### src/rtl/mul_share_pkg.sv
// mul_share_pkg: shared widths, request record and the 4-term approximate product
// used by the multiplier share controller and its scoreboard.
package mul_share_pkg;
    localparam int MUL_W   = 8;
    localparam int ZW      = 2 * MUL_W;
    localparam int MAX_IDW = 3;

    typedef struct packed {
        logic [MUL_W-1:0]   x;
        logic [MUL_W-1:0]   y;
        logic               approx;
        logic [MAX_IDW-1:0] id;
    } req_t;

    // Upper six bits of x are multiplied exactly; the two low partial products
    // are reduced to carry-like terms at weights 2^7 and 2^8.
    function automatic logic [ZW-1:0] approx_mul_f(input logic [MUL_W-1:0] x, input logic [MUL_W-1:0] y);
        logic [MUL_W-1:0] p1, p2;
        logic [ZW-1:0] c1, c2, hi;
        p1 = y & {MUL_W{x[0]}};
        p2 = y & {MUL_W{x[1]}};
        c1 = {7'd0, p1[7] & p2[6], p1[6] | p2[5], 7'd0};
        c2 = {7'd0, p2[7], p1[7] | p2[6], 7'd0};
        hi = ZW'(y) * ZW'(x[7:2]);
        return (hi << 2) + c1 + c2;
    endfunction
endpackage

### src/rtl/rr_arbiter.sv
// rr_arbiter: combinational round-robin pick starting at ptr; one-hot grant gated by en.
module rr_arbiter #(
    parameter int NREQ = 4,
    localparam int IDW = $clog2(NREQ)
) (
    input  logic [NREQ-1:0] req,
    input  logic [IDW-1:0]  ptr,
    input  logic            en,
    output logic [NREQ-1:0] grant,
    output logic [IDW-1:0]  idx
);
    localparam logic [IDW:0] NQ = (IDW+1)'(NREQ);

    logic [2*NREQ-1:0] dbl;
    logic [IDW-1:0]    off;
    logic [IDW:0]      sum;

    // Rotating by ptr turns the circular scan into a lowest-set-bit search.
    always_comb begin
        dbl = {req, req} >> ptr;
        off = '0;
        for (int k = NREQ - 1; k >= 0; k--) begin
            if (dbl[k]) off = IDW'(k);
        end
        sum = {1'b0, ptr} + {1'b0, off};
        idx = (sum >= NQ) ? sum[IDW-1:0] - NQ[IDW-1:0] : sum[IDW-1:0];
        grant = (en && |req) ? NREQ'(1) << idx : '0;
    end
endmodule

### src/rtl/approx_mul_share_ctrl.sv
// approx_mul_share_ctrl: round-robin front-end sharing one 8x8 exact/approximate
// multiplier among NREQ requesters through a 2-stage valid/ready pipeline.
module approx_mul_share_ctrl
    import mul_share_pkg::*;
#(
    parameter int NREQ = 4,
    parameter int CNTW = 16,
    localparam int IDW = $clog2(NREQ)
) (
    input  logic                clk,
    input  logic                rst_n,
    input  logic [NREQ-1:0]     req_valid,
    output logic [NREQ-1:0]     req_ready,
    input  logic [NREQ*8-1:0]   req_x,
    input  logic [NREQ*8-1:0]   req_y,
    input  logic [NREQ-1:0]     req_approx,
    output logic                rsp_valid,
    input  logic                rsp_ready,
    output logic [IDW-1:0]      rsp_id,
    output logic [ZW-1:0]       rsp_z,
    output logic                busy,
    output logic [CNTW-1:0]     op_count
);
    logic            adv1, adv2, accept;
    logic            s1_valid, s2_valid;
    logic [NREQ-1:0] grant;
    logic [IDW-1:0]  ptr, idx, s2_id;
    req_t            s1, req_sel;
    logic [ZW-1:0]   z1, s2_z;

    assign adv2 = !s2_valid || rsp_ready;
    assign adv1 = !s1_valid || adv2;

    rr_arbiter #(.NREQ(NREQ)) u_arb (
        .req   (req_valid),
        .ptr   (ptr),
        .en    (adv1),
        .grant (grant),
        .idx   (idx)
    );

    assign req_ready = grant;
    assign accept    = |grant;
    assign req_sel   = '{
        x:      req_x[{idx, 3'b000} +: MUL_W],
        y:      req_y[{idx, 3'b000} +: MUL_W],
        approx: req_approx[idx],
        id:     MAX_IDW'(idx)
    };
    assign z1 = s1.approx ? approx_mul_f(s1.x, s1.y) : ZW'(s1.x) * ZW'(s1.y);

    always_ff @(posedge clk or negedge rst_n) begin
        if (!rst_n) begin
            s1_valid <= 1'b0;
            s2_valid <= 1'b0;
            ptr      <= '0;
            op_count <= '0;
        end else begin
            if (adv1) s1_valid <= accept;
            if (adv2) s2_valid <= s1_valid;
            if (accept) begin
                ptr      <= (idx == IDW'(NREQ - 1)) ? '0 : idx + IDW'(1);
                op_count <= op_count + CNTW'(1);
            end
        end
    end

    // Payload registers carry no reset; their valid bits qualify them.
    always_ff @(posedge clk) begin
        if (accept) s1 <= req_sel;
        if (adv2) begin
            s2_id <= s1.id[IDW-1:0];
            s2_z  <= z1;
        end
    end

    assign rsp_valid = s2_valid;
    assign rsp_id    = s2_id;
    assign rsp_z     = s2_z;
    assign busy      = s1_valid || s2_valid;
endmodule

### config.mk
export PLATFORM = sky130hd
export DESIGN_NAME = approx_mul_share_ctrl
export DESIGN_NICKNAME = d
export VERILOG_FILES = /design/src/rtl/mul_share_pkg.sv /design/src/rtl/rr_arbiter.sv /design/src/rtl/approx_mul_share_ctrl.sv
export SDC_FILE = /design/constraint.sdc
export NUM_CORES = 1
export LEC_CHECK = 0
export ABC_CLOCK_PERIOD_IN_PS = 13440
export CAP_MARGIN = 15
export CORE_MARGIN = 2
export CORE_UTILIZATION = 55
export DETAILED_ROUTE_END_ITERATION = 8
export PLACE_DENSITY = 0.83
export SETUP_SLACK_MARGIN = 0.5
export SYNTH_ARGS = -nofsm -noshare
export SYNTH_HDL_FRONTEND = slang
export SYNTH_SLANG_ARGS = --single-unit
### constraint.sdc
create_clock -name clk -period 13.44 [get_ports clk]
set_input_delay 2.688 -clock clk [delete_from_list [all_inputs] [get_ports clk]]
set_output_delay 2.688 -clock clk [all_outputs]
set_load 0.02 [all_outputs]
==> reports/metrics.cfg, run 1 <==
[status]
outcome=completed

[timing]
clock_skew_ns=0.01095
final_max_slew_viol_count=0
finalHoldViolCount=0
max_slew.worst_pin.slew_ns=1.127
rsz0062_at_grt=false
timing.final.crit_period_ns=8.927
period_share=0.6642
setup_tns_ns=0
finalSetupViolations=0
max_slew_margin=0.2450
setup_ws_ns=4.513
timing.fmax_ghz=0.1120

[setup_path]
crit_required_ns=10.75
cp-start-kind=primary input
path_max_fanout=20
r2r-start=s1[14]
critPathCaptureType=output port
worstPathArrival_ns=6.24
endpoint=req_ready[3]
path_class=in2out
regToRegEndpoint=rsp_z[14]
reg2regPathDepth=18
crit_start=req_valid[0]
rrSetupSlack_ns=7.96

[placed_design]
hpwl_um=11930
port_buffers=114
place_ws_ns=4.573
gp_congestion=0.8755

[cells_and_area]
final_cell_mix=clkdlybuf4s50_1, inv_1, ha_1, fa_1, and2_1
utilization=0.7153
fill_cells=770
layout.nets=913
synthToLayoutAreaGrowth_pct=26.07
antenna_cells=0
drive_above_1_share=0.06834
final_common_cell=clkdlybuf4s50_1

[clock_network]
numCtsBuffers=9
clk_latency_ns=0.34
htree_levels=3
cts_tree=built
cts-root-buf=clkbuf_16
ctsResizeCount=0
cts.path.max_buffers=2
cts_setup_buffers=0
clkSinkCount=57
clkTransAtPathRegs_ns=0.05
hold_buffers=0

[drt]
routed_wl_um=14580
drt-initial-drc-count=257
vias_per_cell=5.537
dr.pass1.iters=5
routedWlPerCell_um=17.02
antenna_left=0
vias=4745
drc=0

[floorplanning]
start_util=0.5674
rows=38
coreArea_um2=10940
die_w_um=110.2
chipHeight_um=110.2
dieArea_um2=12150
io_pins=115

[synth]
syn_area_um2=6205
ys_seq_area_frac=0.2597
synth.ff_latch_count=57
ys.flop_type=edfxtp_1
yosysUniqueCellTypes=51
synth_area_per_cell_um2=10.45
synth_nets=795
synth-edff-count=37
syn_inst=594
yosys_warnings=0
async_reset_ff_frac=0.3509

[global_routing]
grt_pass1_vias=5204
antenna_found_initial=0
grt_pass1_wl_um=24250
track_usage=0.2656
grt_max_degree=28
grt_overflow=0

[hold_path]
min_path_type=reg2reg

[flow_run]
max_cap_violations=0

==> layout make-up <==
type	count	area [µm²]	share of cell area
repair buffers	116	1176	0.1504
well taps	140	175.2	0.02239
flip-flops and latches	57	1612	0.2060
clock buffers	12	266.5	0.03407
multi-input cells	416	4148	0.5302
inverters	112	420.4	0.05374
clock inverters	4	25.02	0.003199
==> per-layer routing <==
layer,wire [µm],GRT usage
met1,5801,0.3183
met2,7473,0.4698
met3,979,0.05585
met4,328,0.1000
met5,0,0
==> how the worst min path moves through the flow <==
stage,startpoint,end,slack (ns),cells after the start
2_1_floorplan,s1[0],rsp_id[0],0.40,0
3_3_place_gp,s1[0],rsp_id[0],0.41,0
3_5_place_dp,s1[1],rsp_id[1],0.41,0
4_1_cts,s1[1],rsp_id[1],0.42,0
5_1_grt,s1[0],rsp_id[0],0.43,0
6_report,s1[1],rsp_id[1],0.43,0
==> cell usage after synthesis (all sizes together) (3+ instances only) <==
cell	n	area, µm²
dfrtp	20	500.5
buf	4	18.76
and3	3	18.77
mux4	17	382.9
a21o	8	60.06
o31a	3	26.28
nor2	20	75.07
xnor2	27	244.0
inv	112	420.4
nand2	43	161.4
nor4	3	18.77
a31oi	3	18.77
nand2b	3	18.77
nand3	10	50.05
a211oi	3	22.52
mux2i	4	40.04
ha	69	863.3
o21ai	18	90.08
nor3	4	20.02
fa	57	1141
clkbuf	5	18.77
edfxtp	37	1111
xor2	15	131.4
nor2b	6	37.54
mux2	7	78.83
and2	46	287.8
a21oi	20	100.1
==> flip-flops by register name, summed over array words and instances (netlist names) <==
name,count
rsp_valid,1
op_count,16
s1_valid,1
s1,19
rsp_z,16
rsp_id,2
ptr,2
==> through the flow <==
| stage | hold WS (ns) | std cells | cell area (µm²) |
|---|---|---|---|
| after floorplan | 0.4003 | 594 | 6205 |
| final | 0.4306 | 857 | 7823 |
| after detailed placement | 0.4124 | 840 | 7503 |
| after global placement | 0.4111 | 840 | 7503 |
| after global routing | 0.4322 | 857 | 7823 |
| after CTS | 0.4246 | 856 | 7795 |
==> cells by family (layout without fill, tap and decap cells) <==
group,count (synthesis),after routing,share of synthesized area
compound gates,70,70,0.07280
xor+xnor,43,43,0.06413
fa+ha+maj,127,127,0.3247
buf+inv,121,244,0.07380
flops,57,57,0.2597
mux,28,28,0.08086
simple gates,148,148,0.1240
==> critical path, cell delays in order <==
cell,delay [ns]
clkdlybuf4s50_1,0.59
inv_1,0.10
o21ai_0,0.15
a21oi_1,0.09
o31a_1,0.30
ha_1,0.22
xnor2_2,0.89
inv_1,0.22
ha_1,0.30
and2_1,0.15
clkdlybuf4s50_1,0.53
Power of run 1 is left out: the tool's default activity adds up to more than one toggle a clock period on the data nets, which glitch-free logic cannot reach.
==> run 2: changes to the inputs <==
--- a/config.mk
+++ b/config.mk
@@ -5,12 +5,12 @@
 export SDC_FILE = /design/constraint.sdc
 export NUM_CORES = 1
 export LEC_CHECK = 0
-export ABC_CLOCK_PERIOD_IN_PS = 13440
+export ABC_CLOCK_PERIOD_IN_PS = 9280
 export CAP_MARGIN = 15
 export CORE_MARGIN = 2
-export CORE_UTILIZATION = 55
+export CORE_UTILIZATION = 54
 export DETAILED_ROUTE_END_ITERATION = 8
-export PLACE_DENSITY = 0.83
+export PLACE_DENSITY = 0.82
 export SETUP_SLACK_MARGIN = 0.5
 export SYNTH_ARGS = -nofsm -noshare
 export SYNTH_HDL_FRONTEND = slang
==> constraint.sdc (replaced) <==
create_clock -name clk -period 9.28 [get_ports clk]
set_input_delay 1.856 -clock clk [delete_from_list [all_inputs] [get_ports clk]]
set_output_delay 1.856 -clock clk [all_outputs]
set_load 0.02 [all_outputs]
==> run 2 against run 1 <==
Via count rose by 1.6%. Critical path depth did not move. Clock-buffer cell count did not move. Flip-flop and latch count did not move.
==> reports/metrics.cfg, run 2 (synthesis results as in run 1) <==
[clock_network]
cts-root-buf=clkbuf_16
cts_tree=built
cts.path.max_buffers=2  ; unchanged
clkSinkCount=57  ; unchanged
htree_levels=3  ; unchanged
cts_setup_buffers=0  ; unchanged
clk_latency_ns=0.33  ; about the same
numCtsBuffers=9  ; unchanged
clkTransAtPathRegs_ns=0.05  ; about the same
hold_buffers=0  ; unchanged
ctsResizeCount=0  ; unchanged

[setup_path]
cp-start-kind=primary input
regToRegEndpoint=rsp_z[14]
crit_start=req_valid[0]
rrSetupSlack_ns=3.75  ; -4.21 ns
critPathCaptureType=output port
reg2regPathDepth=18  ; unchanged
endpoint=req_ready[3]
path_max_fanout=20  ; unchanged
crit_required_ns=7.42  ; -3.33 ns
path_class=in2out
r2r-start=s1[14]
worstPathArrival_ns=5.37  ; -0.87 ns

[cells_and_area]
synthToLayoutAreaGrowth_pct=26.13  ; about the same
utilization=0.6913  ; -0.02402
drive_above_1_share=0.06695  ; -0.001395
final_common_cell=clkdlybuf4s50_1
antenna_cells=0  ; unchanged
layout.nets=913  ; unchanged
largest-register=s1
largest_reg_flops=19  ; unchanged
multi_input_area_um2=4148  ; unchanged
fin_area_um2=7826  ; about the same
fill_cells=795  ; +3.2%
final_cell_mix=clkdlybuf4s50_1, inv_1, ha_1, fa_1, and2_1
seqCellArea_um2=1612  ; unchanged

[placed_design]
hpwl_um=12010  ; +0.62%
placed_area_um2=7507  ; about the same
gp_congestion=0.9248  ; +5.6%
port_buffers=114  ; unchanged

[timing]
timing.final.crit_period_ns=7.228
max_slew_margin=0.2586  ; +0.01359
clock_skew_ns=0.005392  ; -0.005561 ns
finalSetupViolations=0  ; unchanged
rsz0062_at_grt=false
timing.fmax_ghz=0.1383
final_max_slew_viol_count=0  ; unchanged
period_share=0.7789
setup_tns_ns=0  ; unchanged
max_slew.worst_pin.slew_ns=1.107  ; -0.02028 ns
finalHoldViolCount=0  ; unchanged

[drt]
routedWlPerCell_um=17.64  ; +3.7%
dr.pass1.iters=5  ; unchanged
antenna_left=0  ; unchanged
vias_per_cell=5.608  ; +1.3%
vias=4823  ; +1.6%
routed_wl_um=15170  ; +4.0%
drt-initial-drc-count=296  ; +15%
drc=0  ; unchanged

[hold_path]
min_path_type=reg2reg

[floorplanning]
die_w_um=111.2  ; +0.88%
io_pins=115  ; unchanged
chipHeight_um=111.2  ; +0.88%
coreArea_um2=11320  ; +3.5%
rows=39  ; +2.6%
start_util=0.5481  ; -0.01931
dieArea_um2=12360  ; +1.8%

[global_routing]
antenna_found_initial=0  ; unchanged
grt_pass1_vias=5242  ; +0.73%
track_usage=0.2577  ; -0.007914
grt_overflow=0  ; unchanged
grt_max_degree=28  ; unchanged
grt_pass1_wl_um=25200  ; +3.9%

[status]
outcome=completed

[flow_run]
max_cap_violations=0  ; unchanged

==> run 2: how the worst min path moves through the flow <==
| stage | start | endpoint | slack [ns] | depth (start not counted) |
|---|---|---|---|---|
| detailed placement | s1[0] | rsp_id[0] | 0.40 | 0 |
| finish | s1[0] | rsp_id[0] | 0.42 | 0 |
| global route | s1[0] | rsp_id[0] | 0.43 | 0 |
| global placement | s1[0] | rsp_id[0] | 0.40 | 0 |
| floorplan | s1[0] | rsp_id[0] | 0.40 | 0 |
| CTS | s1[0] | rsp_id[0] | 0.42 | 0 |
==> run 2: critical path, cell delays in order <==
cell             delay, ns
clkdlybuf4s50_1       0.60
inv_1                 0.10
o21ai_0               0.17
a21oi_1               0.09
o31a_1                0.28
ha_1                  0.21
xnor2_2               0.87
inv_1                 0.21
ha_1                  0.28
and2_1                0.15
clkdlybuf4s50_1       0.53
==> run 2: layout make-up <==
class,count,area share
Multi-Input combinational cell,416,0.5300
Inverter,112,0.05372
Clock buffer,12,0.03421
Tap cell,143,0.02286
Timing Repair Buffer,116,0.1503
Clock inverter,4,0.003038
Sequential cell,57,0.2059
==> run 2: routing by layer <==
layer / vias to the layer above / part of all wire / global-route usage
met5: - / 0 / 0
met4: 0 / 0.036 / 0.1128
met3: 41 / 0.065 / 0.04374
met2: 199 / 0.51 / 0.4508
met1: 2369 / 0.39 / 0.3137
li1: 2214 / - / -
==> run 2: through the flow <==
stage	std cells	hold slack [ns]	worst slack, ns
finish	860	0.4167	2.052
global route	860	0.4265	1.774
CTS	859	0.4164	2.041
detailed placement	843	0.4045	2.051
floorplan	594	0.4003	3.170
global placement	843	0.4033	2.268
Power of run 2 is left out for the same reason.
==> run 3: changes to the inputs <==
--- a/config.mk
+++ b/config.mk
@@ -5,7 +5,7 @@
 export SDC_FILE = /design/constraint.sdc
 export NUM_CORES = 1
 export LEC_CHECK = 0
-export ABC_CLOCK_PERIOD_IN_PS = 9280
+export ABC_CLOCK_PERIOD_IN_PS = 7200
 export CAP_MARGIN = 15
 export CORE_MARGIN = 2
 export CORE_UTILIZATION = 54
==> constraint.sdc (replaced) <==
create_clock -name clk -period 7.2 [get_ports clk]
set_input_delay 1.44 -clock clk [delete_from_list [all_inputs] [get_ports clk]]
set_output_delay 1.44 -clock clk [all_outputs]
set_load 0.02 [all_outputs]
==> run 3 against run 2 <==
Cell area rose by 0.21%. Critical endpoint is now req_ready[1]. Sequential share of layout area barely moved. Non-clock buffer count rose by 1. Critical path type unchanged. Clock skew barely moved. Utilization rose by 0.14 points.
==> reports/metrics.cfg, run 3 (synthesis results as in run 1) <==
[global_routing]
grt_pass1_wl_um=24690  ; -2.0%
grt_overflow=0  ; unchanged
grt_max_degree=28  ; unchanged
grt_pass1_vias=5117  ; -2.4%
antenna_found_initial=0  ; unchanged
track_usage=0.2521  ; -0.005563

[drt]
met2_length_um=7711  ; -0.68%
antenna_left=0  ; unchanged
met3_length_um=1113  ; +13%
vias=4760  ; -1.3%
m1WireLength_um=5777  ; -1.8%
routedWlPerCell_um=17.50  ; -0.82%
drc=0  ; unchanged
routed_wl_um=15070  ; -0.71%
drt-initial-drc-count=300  ; +1.4%
dr.pass1.iters=5  ; unchanged
vias_per_cell=5.528  ; -1.4%
highest_layer=met4

[floorplanning]
rows=39  ; unchanged
die_w_um=111.2  ; unchanged
coreArea_um2=11320  ; unchanged
start_util=0.5481  ; unchanged
io_pins=115  ; unchanged
dieArea_um2=12360  ; unchanged
chipHeight_um=111.2  ; unchanged

[setup_path]
crit_required_ns=5.76  ; -1.66 ns
rrSetupSlack_ns=1.63  ; -2.12 ns
cp-start-kind=primary input
path_max_fanout=14  ; -30%
reg2regPathDepth=17  ; -1
path_class=in2out
critPathCaptureType=output port
worstPathArrival_ns=4.45  ; -0.92 ns
regToRegEndpoint=rsp_z[14]
r2r-start=s1[8]

[cells_and_area]
layout.nets=914  ; +0.11%
largest-register=s1
fin_area_um2=7843  ; +0.21%
final_common_cell=clkdlybuf4s50_1
antenna_cells=0  ; unchanged
final_cell_mix=clkdlybuf4s50_1, inv_1, ha_1, fa_1, and2_1
drive_above_1_share=0.06825  ; +0.001300
largest_reg_flops=19  ; unchanged
synthToLayoutAreaGrowth_pct=26.40

[clock_network]
clkSinkCount=57  ; unchanged
numCtsBuffers=9  ; unchanged
ctsResizeCount=0  ; unchanged
clk_latency_ns=0.33  ; about the same
cts_tree=built
htree_levels=3  ; unchanged
clkTransAtPathRegs_ns=0.05  ; about the same
cts_setup_buffers=0  ; unchanged
hold_buffers=0  ; unchanged
cts.path.max_buffers=2  ; unchanged
cts-root-buf=clkbuf_16

[timing]
clock_skew_ns=0.005686  ; +0.0002934 ns
period_share=0.8187
max_slew.worst_pin.slew_ns=1.000  ; -0.1064 ns
finalHoldViolCount=0  ; unchanged
final_max_slew_viol_count=0  ; unchanged
timing.final.crit_period_ns=5.895
setup_tns_ns=0  ; unchanged
finalSetupViolations=0  ; unchanged
timing.fmax_ghz=0.1696
max_slew_margin=0.3332  ; +0.07459
rsz0062_at_grt=false

[placed_design]
gp_congestion=0.9323  ; +0.81%
hpwl_um=12040  ; +0.29%
port_buffers=114  ; unchanged
placed_area_um2=7522  ; +0.20%

[status]
outcome=completed

[hold_path]
min_path_type=reg2reg
hold_depth=0  ; unchanged
holdPathEnd=rsp_id[0]
hp-start=s1[0]

[flow_run]
max_cap_violations=0  ; unchanged

run 3: cell types whose count changed in the layout (fill, tap and decap cells not counted), sizes merged:
cell / change
buf: +1
clkbuf: +2
clkinv: -2
run 3: worst max path at each step:
| stage | start | end | slack [ns] | cells past startpoint |
|---|---|---|---|---|
| 2_1_floorplan | req_valid[0] | req_ready[2] | 1.92 | 10 |
| 3_3_place_gp | req_valid[0] | req_ready[1] | 1.39 | 10 |
| 3_5_place_dp | req_valid[0] | req_ready[1] | 1.29 | 10 |
| 4_1_cts | req_valid[0] | req_ready[1] | 1.29 | 10 |
| 5_1_grt | req_valid[0] | req_ready[1] | 1.06 | 10 |
| 6_report | req_valid[0] | req_ready[1] | 1.31 | 10 |
run 3: layer usage:
metal	vias to the layer above	global-route usage
met3	41	0.05522
met2	194	0.4435
li1	2211	-
met5	-	0
met1	2314	0.3044
met4	0	0.09218
run 3: critical path: stages:
cell	delay [ns]
clkdlybuf4s50_1	0.59
inv_1	0.08
o21ai_0	0.15
a21oi_1	0.09
o31a_1	0.29
ha_1	0.55
buf_4	0.34
ha_1	0.20
and2_1	0.12
clkdlybuf4s50_1	0.60
run 3: final cells by class:
cell class / count / area [µm²]
clock inverters: 2 / 13.76
well taps: 143 / 178.9
fillers: 773 / 3478
clock buffers: 14 / 306.5
multi-input cells: 416 / 4148
repair buffers: 117 / 1164
inverters: 112 / 420.4
flip-flops and latches: 57 / 1612
run 3: stage by stage:
stage               setup slack (ns)  hold WS [ns]  cells    util
finish                         1.305        0.4214    861  0.6928
CTS                            1.287        0.4187    861  0.6928
floorplan                      1.922        0.4003    594       -
global route                   1.057        0.4188    861  0.6928
detailed placement             1.291        0.4066    845  0.6645
global placement               1.386        0.4050    845  0.6645
Power of run 3 is left out for the same reason.
